File: src/rtl/flp_pkg.sv
// Shared definitions for the binary32 floating-point datapath blocks:
// field widths, bias, canonical quiet NaN, operand classes and helpers.
package flp_pkg;

    localparam int EXP_W  = 8;
    localparam int FRAC_W = 23;
    localparam int BIAS   = 127;
    localparam int WORD_W = 1 + EXP_W + FRAC_W;

    localparam logic [31:0] QNAN = 32'h7FC0_0000;

    // Encoding 0 is ZERO so a cleared pipeline register packs to +0.
    typedef enum logic [1:0] {
        CLS_ZERO = 2'd0,
        CLS_NORM = 2'd1,
        CLS_INF  = 2'd2,
        CLS_NAN  = 2'd3
    } flp_class_e;

    // Denormals are classed as zero: this datapath flushes them.
    function automatic flp_class_e classify(input logic [EXP_W-1:0]  e,
                                            input logic [FRAC_W-1:0] f);
        flp_class_e c;
        if (e == '0) begin
            c = CLS_ZERO;
        end else if (e == '1) begin
            c = (f == '0) ? CLS_INF : CLS_NAN;
        end else begin
            c = CLS_NORM;
        end
        return c;
    endfunction

    // Significand with the hidden bit restored (only meaningful for NORM).
    function automatic logic [FRAC_W:0] unpack_mant(input logic [FRAC_W-1:0] f);
        return {1'b1, f};
    endfunction

    // Class of a product given the classes of its operands, in priority order.
    function automatic flp_class_e product_class(input flp_class_e ca,
                                                 input flp_class_e cb);
        flp_class_e c;
        if (ca == CLS_NAN || cb == CLS_NAN ||
            (ca == CLS_INF && cb == CLS_ZERO) ||
            (cb == CLS_INF && ca == CLS_ZERO)) begin
            c = CLS_NAN;
        end else if (ca == CLS_INF || cb == CLS_INF) begin
            c = CLS_INF;
        end else if (ca == CLS_ZERO || cb == CLS_ZERO) begin
            c = CLS_ZERO;
        end else begin
            c = CLS_NORM;
        end
        return c;
    endfunction

endpackage

File: src/rtl/flp_round_pack.sv
// Round-to-nearest-even, exponent range check and binary32 packing.
// Purely combinational so it can be dropped into any pipeline stage.
module flp_round_pack
    import flp_pkg::*;
(
    input  logic              sign_i,
    input  logic signed [9:0] exp_i,
    input  logic [22:0]       mant_i,
    input  logic              guard_i,
    input  logic              round_i,
    input  logic              sticky_i,
    input  logic [1:0]        cls_i,
    output logic [31:0]       word_o
);

    logic              inc;
    logic [24:0]       sig_r;
    logic              carry;
    logic signed [9:0] exp_fin;
    logic [22:0]       frac_fin;

    // Round the significand, propagate a carry-out into the exponent, then
    // pick the packed word or the special-case substitute.
    always_comb begin
        word_o   = '0;
        inc      = guard_i & (round_i | sticky_i | mant_i[0]);
        sig_r    = {2'b01, mant_i} + {24'd0, inc};
        carry    = sig_r[24];
        exp_fin  = exp_i + {9'd0, carry};
        frac_fin = carry ? sig_r[23:1] : sig_r[22:0];

        if (cls_i == CLS_NAN) begin
            word_o = QNAN;
        end else if (cls_i == CLS_INF) begin
            word_o = {sign_i, 8'hFF, 23'd0};
        end else if (cls_i == CLS_ZERO) begin
            word_o = {sign_i, 31'd0};
        end else if (exp_fin >= 10'sd255) begin
            word_o = {sign_i, 8'hFF, 23'd0};
        end else if (exp_fin <= 10'sd0) begin
            word_o = {sign_i, 31'd0};
        end else begin
            word_o = {sign_i, exp_fin[7:0], frac_fin};
        end
    end

endmodule

File: src/rtl/flp_mul_pipe.sv
// Three-stage pipelined binary32 multiplier, RNE rounding, flush-to-zero.
// Stage 1: unpack/classify and two 24x12 partial products.
// Stage 2: partial-product add, normalisation and g/r/s extraction.
// Stage 3: rounding and packing into the output register d.
module flp_mul_pipe
    import flp_pkg::*;
#(
    parameter int EXP_W   = 8,
    parameter int FRAC_W  = 23,
    parameter int LATENCY = 3
) (
    input  logic                      clk,
    input  logic                      rst,
    input  logic [EXP_W+FRAC_W:0]     a,
    input  logic [EXP_W+FRAC_W:0]     b,
    output logic [EXP_W+FRAC_W:0]     d
);

    if (EXP_W != 8 || FRAC_W != 23 || LATENCY != 3) begin : g_bad_params
        $error("flp_mul_pipe supports only EXP_W=8, FRAC_W=23, LATENCY=3");
    end

    // ---------------- stage 1 ----------------
    logic              sign1_d, sign1_q;
    logic signed [9:0] exp1_d,  exp1_q;
    logic [35:0]       pp_lo1_d, pp_lo1_q;
    logic [35:0]       pp_hi1_d, pp_hi1_q;
    flp_class_e        cls1_d,  cls1_q;
    logic [23:0]       ma, mb;

    // Unpack operands, classify the product and form the two partial products.
    always_comb begin
        ma       = unpack_mant(a[22:0]);
        mb       = unpack_mant(b[22:0]);
        sign1_d  = a[31] ^ b[31];
        cls1_d   = product_class(classify(a[30:23], a[22:0]),
                                 classify(b[30:23], b[22:0]));
        exp1_d   = {2'b00, a[30:23]} + {2'b00, b[30:23]} - 10'(BIAS);
        pp_lo1_d = {12'd0, ma} * {24'd0, mb[11:0]};
        pp_hi1_d = {12'd0, ma} * {24'd0, mb[23:12]};
    end

    // Stage 1 register bank.
    always_ff @(posedge clk or negedge rst) begin
        if (!rst) begin
            sign1_q  <= 1'b0;
            exp1_q   <= '0;
            pp_lo1_q <= '0;
            pp_hi1_q <= '0;
            cls1_q   <= CLS_ZERO;
        end else begin
            sign1_q  <= sign1_d;
            exp1_q   <= exp1_d;
            pp_lo1_q <= pp_lo1_d;
            pp_hi1_q <= pp_hi1_d;
            cls1_q   <= cls1_d;
        end
    end

    // ---------------- stage 2 ----------------
    logic              sign2_d, sign2_q;
    logic signed [9:0] exp2_d,  exp2_q;
    logic [22:0]       mant2_d, mant2_q;
    logic              g2_d, g2_q, r2_d, r2_q, s2_d, s2_q;
    flp_class_e        cls2_d,  cls2_q;
    logic [47:0]       p;

    // Add the partials; the product of two [1,2) significands lies in [1,4),
    // so normalising needs at most a one-bit right shift.
    always_comb begin
        p       = {12'd0, pp_lo1_q} + {pp_hi1_q, 12'd0};
        sign2_d = sign1_q;
        cls2_d  = cls1_q;
        if (p[47]) begin
            exp2_d  = exp1_q + 10'sd1;
            mant2_d = p[46:24];
            g2_d    = p[23];
            r2_d    = p[22];
            s2_d    = |p[21:0];
        end else begin
            exp2_d  = exp1_q;
            mant2_d = p[45:23];
            g2_d    = p[22];
            r2_d    = p[21];
            s2_d    = |p[20:0];
        end
    end

    // Stage 2 register bank.
    always_ff @(posedge clk or negedge rst) begin
        if (!rst) begin
            sign2_q <= 1'b0;
            exp2_q  <= '0;
            mant2_q <= '0;
            g2_q    <= 1'b0;
            r2_q    <= 1'b0;
            s2_q    <= 1'b0;
            cls2_q  <= CLS_ZERO;
        end else begin
            sign2_q <= sign2_d;
            exp2_q  <= exp2_d;
            mant2_q <= mant2_d;
            g2_q    <= g2_d;
            r2_q    <= r2_d;
            s2_q    <= s2_d;
            cls2_q  <= cls2_d;
        end
    end

    // ---------------- stage 3 ----------------
    logic [31:0] d_d, d_q;

    flp_round_pack u_round_pack (
        .sign_i   (sign2_q),
        .exp_i    (exp2_q),
        .mant_i   (mant2_q),
        .guard_i  (g2_q),
        .round_i  (r2_q),
        .sticky_i (s2_q),
        .cls_i    (cls2_q),
        .word_o   (d_d)
    );

    // Output register bank.
    always_ff @(posedge clk or negedge rst) begin
        if (!rst) begin
            d_q <= '0;
        end else begin
            d_q <= d_d;
        end
    end

    assign d = d_q;

endmodule

File: config.mk
export PLATFORM = sky130hd
export DESIGN_NAME = flp_mul_pipe
export DESIGN_NICKNAME = d
export VERILOG_FILES = /design/src/rtl/flp_pkg.sv /design/src/rtl/flp_round_pack.sv /design/src/rtl/flp_mul_pipe.sv
export SDC_FILE = /design/constraint.sdc
export NUM_CORES = 2
export LEC_CHECK = 0
export ABC_AREA = 1
export CORE_UTILIZATION = 35
export CTS_CLUSTER_SIZE = 20
export DETAILED_ROUTE_END_ITERATION = 12
export SYNTH_ARGS = -nofsm -noshare
export SYNTH_HDL_FRONTEND = slang
export SYNTH_HIERARCHICAL = 1
export SYNTH_SLANG_ARGS = --single-unit
File: constraint.sdc
create_clock -name clk -period 4.8 [get_ports clk]
set_input_delay 1.44 -clock clk [delete_from_list [all_inputs] [get_ports clk]]
set_output_delay 1.44 -clock clk [all_outputs]
set_load 0.05 [all_outputs]
==> impl_results.md <==
- Largest net degree at the start of global routing: 67
- PortBufs: 97
- Post-synth top area share: 0.3252
- Cell depth of the worst min-delay path: 0
- Die Wd: 280.8 µm
- Clock tree buffer depth: 2
- Top post-synthesis cells by area: fa_1 (33%), nand2_1 (15%), dfrtp_1 (14%)
- Yosys cell types: 43
- Main synth FF type: dfrtp_1
- Cell mode on critical path: fa_1
- DRC Markers: 0
- Hpwl dp: 62080 µm
- Data required, critical path: 5.14 ns
- Tightest Hold Check Type: reg -> reg
- Routability cong.: 0.9342
- Mean Syn Cell Area: 7.529 µm²
- Vias: 24729
- Clock-pin slew on the worst setup and hold paths: 0.06 ns
- Min-Delay Endpoint: cls2_q[1]$_DFF_PN0_
- Register area share after synthesis: 0.1435
- Top-count cell post-synth: nand2_1
- Worst R2R Path Depth: 23
- First-pass DRT Iterations: 5
- Critical path's largest stage delay: 0.52 ns
- Vias in the first global route: 25804
- Post-synth EDFFs: 0
- Seq cells post-synth: 156
- Detail Route Antenna Nets: 0
- Area Overhead vs Synth: 44.47%
- Slew HR: 0.3885
- Worst setup path class: in -> reg
- Placeable Area: 76450 µm²
- All-Layer GR Usage: 0.2289
- Root buf cell: clkbuf_16
- R2R Path End: d[0]$_DFF_PN0_
- Gr ovfl total: 0
- Period minus WS final: 5.441 ns
- CP Max Fanout: 4
- Reg2reg start: g2_q$_DFF_PN0_
- Syn_nets: 4312
- Final setup fails: 54
- Max H-tree Level: 4
- Post-Synthesis Cells: 3614
- I/O Pins: 98
- 1st-iter DRT viols: 1508
- Max-Cap Viols: 0
- CP max stage cell: fa_1
- Flop2flop setup slack: 1.53 ns
- Warnings from Yosys: 6
- Routed vias/inst: 4.765
- DRT Wirelength: 87960 µm
- Die area: 78860 µm²
- Slew @ Worst Pin: 0.9103 ns
- Post-Syn Area: 27210 µm²
- Per-cell routed wire length: 16.95 µm
- Initial Utilization: 0.3559
- N_diodes: 0
- Yosys top cell by area: fa_1
- First-pass GRT wire length: 140000 µm
- CTS Buf Count: 17
- Clock tree from TritonCTS: done
- Crit path capture type: flop
- Fmax: 183.8 MHz
- Hold Vio Cnt, Final: 0
- Row cnt: 101
- Clock net sink count: 156
- Nets: 4846
- WP data arrival: 5.78 ns
- HP Start: cls1_q[1]$_DFF_PN0_
- Worst-Skew Late Latency: 0.45 ns
- Share of cells above drive strength 1: 0.3065
- Startpoint Class: input pin
- Setup ws final: -0.6413 ns
- RSZ-0062 raised after global routing: true
- CP Cell Sequence: buf_8 -> buf_12 -> buf_12 -> nand2_4 -> fa_1 -> fa_1 -> inv_2 -> fa_1 -> fa_1 -> inv_1 -> fa_1 -> inv_2 -> ha_4 -> nand2_8 -> nor2_4 -> buf_4 -> nand3_1 -> o211ai_1 -> xor2_1
- Final setup TNS: -27.60 ns
- Period utilization: 1.134
- Status: complete, but fails checks
- Most frequent cells after synthesis: nand2_1 (1083), inv_1 (875), fa_1 (442)
- Initial antenna violation count: 1
- Failing checks: setup timing
- Slew Viols, Final: 0
- Die Ht: 280.8 µm
- Ys async rst share: 1.000
- Clock Skew: 0.01391 ns
registers in the layout, indices dropped and copies added, names as in the netlist, 2 cells and up:
| signal | count |
|---|---|
| pp_hi1_q | 36 |
| pp_lo1_q | 36 |
| d | 32 |
| mant2_q | 23 |
| exp1_q | 10 |
| exp2_q | 10 |
| cls1_q | 2 |
| cls2_q | 2 |
cells in the final DEF (no fill, tap or decap), types with 9 or more instances in the layout:
master             n
nand2_1          905
inv_1            750
fa_1             372
buf_4            310
nor2_1           160
dfrtp_1          156
ha_1             132
inv_2            122
nand2_2          109
nand3_1          106
buf_6             94
nand2_4           82
buf_12            82
fa_2              70
xor2_1            56
ha_4              54
clkdlybuf4s50_1   51
a21oi_1           43
a21oi_4           36
buf_8             35
nor2_4            33
nand4_1           33
buf_16            33
a21oi_2           31
nor2_2            20
xnor2_1           20
clkbuf_16         20
o21ai_0           19
nor3_1            19
nand3_2           18
o21ai_4           15
xor2_2            14
o21ai_2           12
o21bai_1          11
o21ai_1            9
bufbuf_16          9
timing repair:
item / in CTS / in global routing
endpoints found under the setup margin: 59 / 56
pin swaps: 297 / 234
gates cloned: 45 / 3
hold buffers: 0 / 0
resized for setup: 822 / 271
setup buffers: 116 / 55
cell type report:
class / count / area [µm²]
clock buffer: 18 / 429.2
clock inverter: 13 / 178.9
fill: 6950 / 37150
inverter: 878 / 3313
multi-input combinational: 2471 / 22800
sequential: 156 / 3904
tap: 1030 / 1289
timing repair buffer: 624 / 7393
worst max-delay path: cells and delay by family:
family	cells	cell delay, ns
fa+ha+maj	6	2.89
simple gates	4	0.38
xor+xnor	1	0.25
compound gates	1	0.21
buf+inv	7	0.60
worst max-delay path by stage:
stage / slack [ns] / from / end / cells past startpoint
after detailed placement: -1.53 / b[18] / pp_hi1_q[35]$_DFF_PN0_ / 20
after floorplan: -0.74 / b[9] / pp_lo1_q[25]$_DFF_PN0_ / 19
after CTS: -0.60 / a[17] / pp_hi1_q[35]$_DFF_PN0_ / 23
after global routing: -0.80 / b[3] / pp_lo1_q[31]$_DFF_PN0_ / 22
after global placement: -1.53 / a[17] / pp_lo1_q[25]$_DFF_PN0_ / 19
final: -0.64 / a[9] / pp_lo1_q[25]$_DFF_PN0_ / 19
metrics by stage:
step | utilization | cells | setup slack (ns) | hold slack (ns) | cell area [µm²]
2_1_floorplan | - | 3614 | -0.7402 | 0.3312 | 28650
3_3_place_gp | 0.4331 | 4953 | -1.530 | 0.3410 | 33110
3_5_place_dp | 0.4331 | 4953 | -1.533 | 0.3464 | 33110
4_1_cts | 0.4974 | 5143 | -0.6011 | 0.3615 | 38030
5_1_grt | 0.5141 | 5190 | -0.7968 | 0.3686 | 39310
6_report | 0.5141 | 5190 | -0.6413 | 0.3544 | 39310
cell families after synthesis:
logic type | Yosys count | synth area share
XOR/XNOR | 97 | 0.03150
flip-flops | 156 | 0.1435
adder cells (fa/ha/maj) | 632 | 0.4126
AND/OR/NAND/NOR | 1534 | 0.2306
AO/OA/AOI/OAI | 208 | 0.04245
buffers and inverters | 987 | 0.1394
per-layer routing:
metal	global-route usage	share of wire
met5	0	0.00015
met3	0.02203	0.053
met4	0.07860	0.041
met2	0.3928	0.48
met1	0.3002	0.43
Power is left out: the tool's default activity adds up to more than one toggle a clock period on the data nets, which glitch-free logic cannot reach.
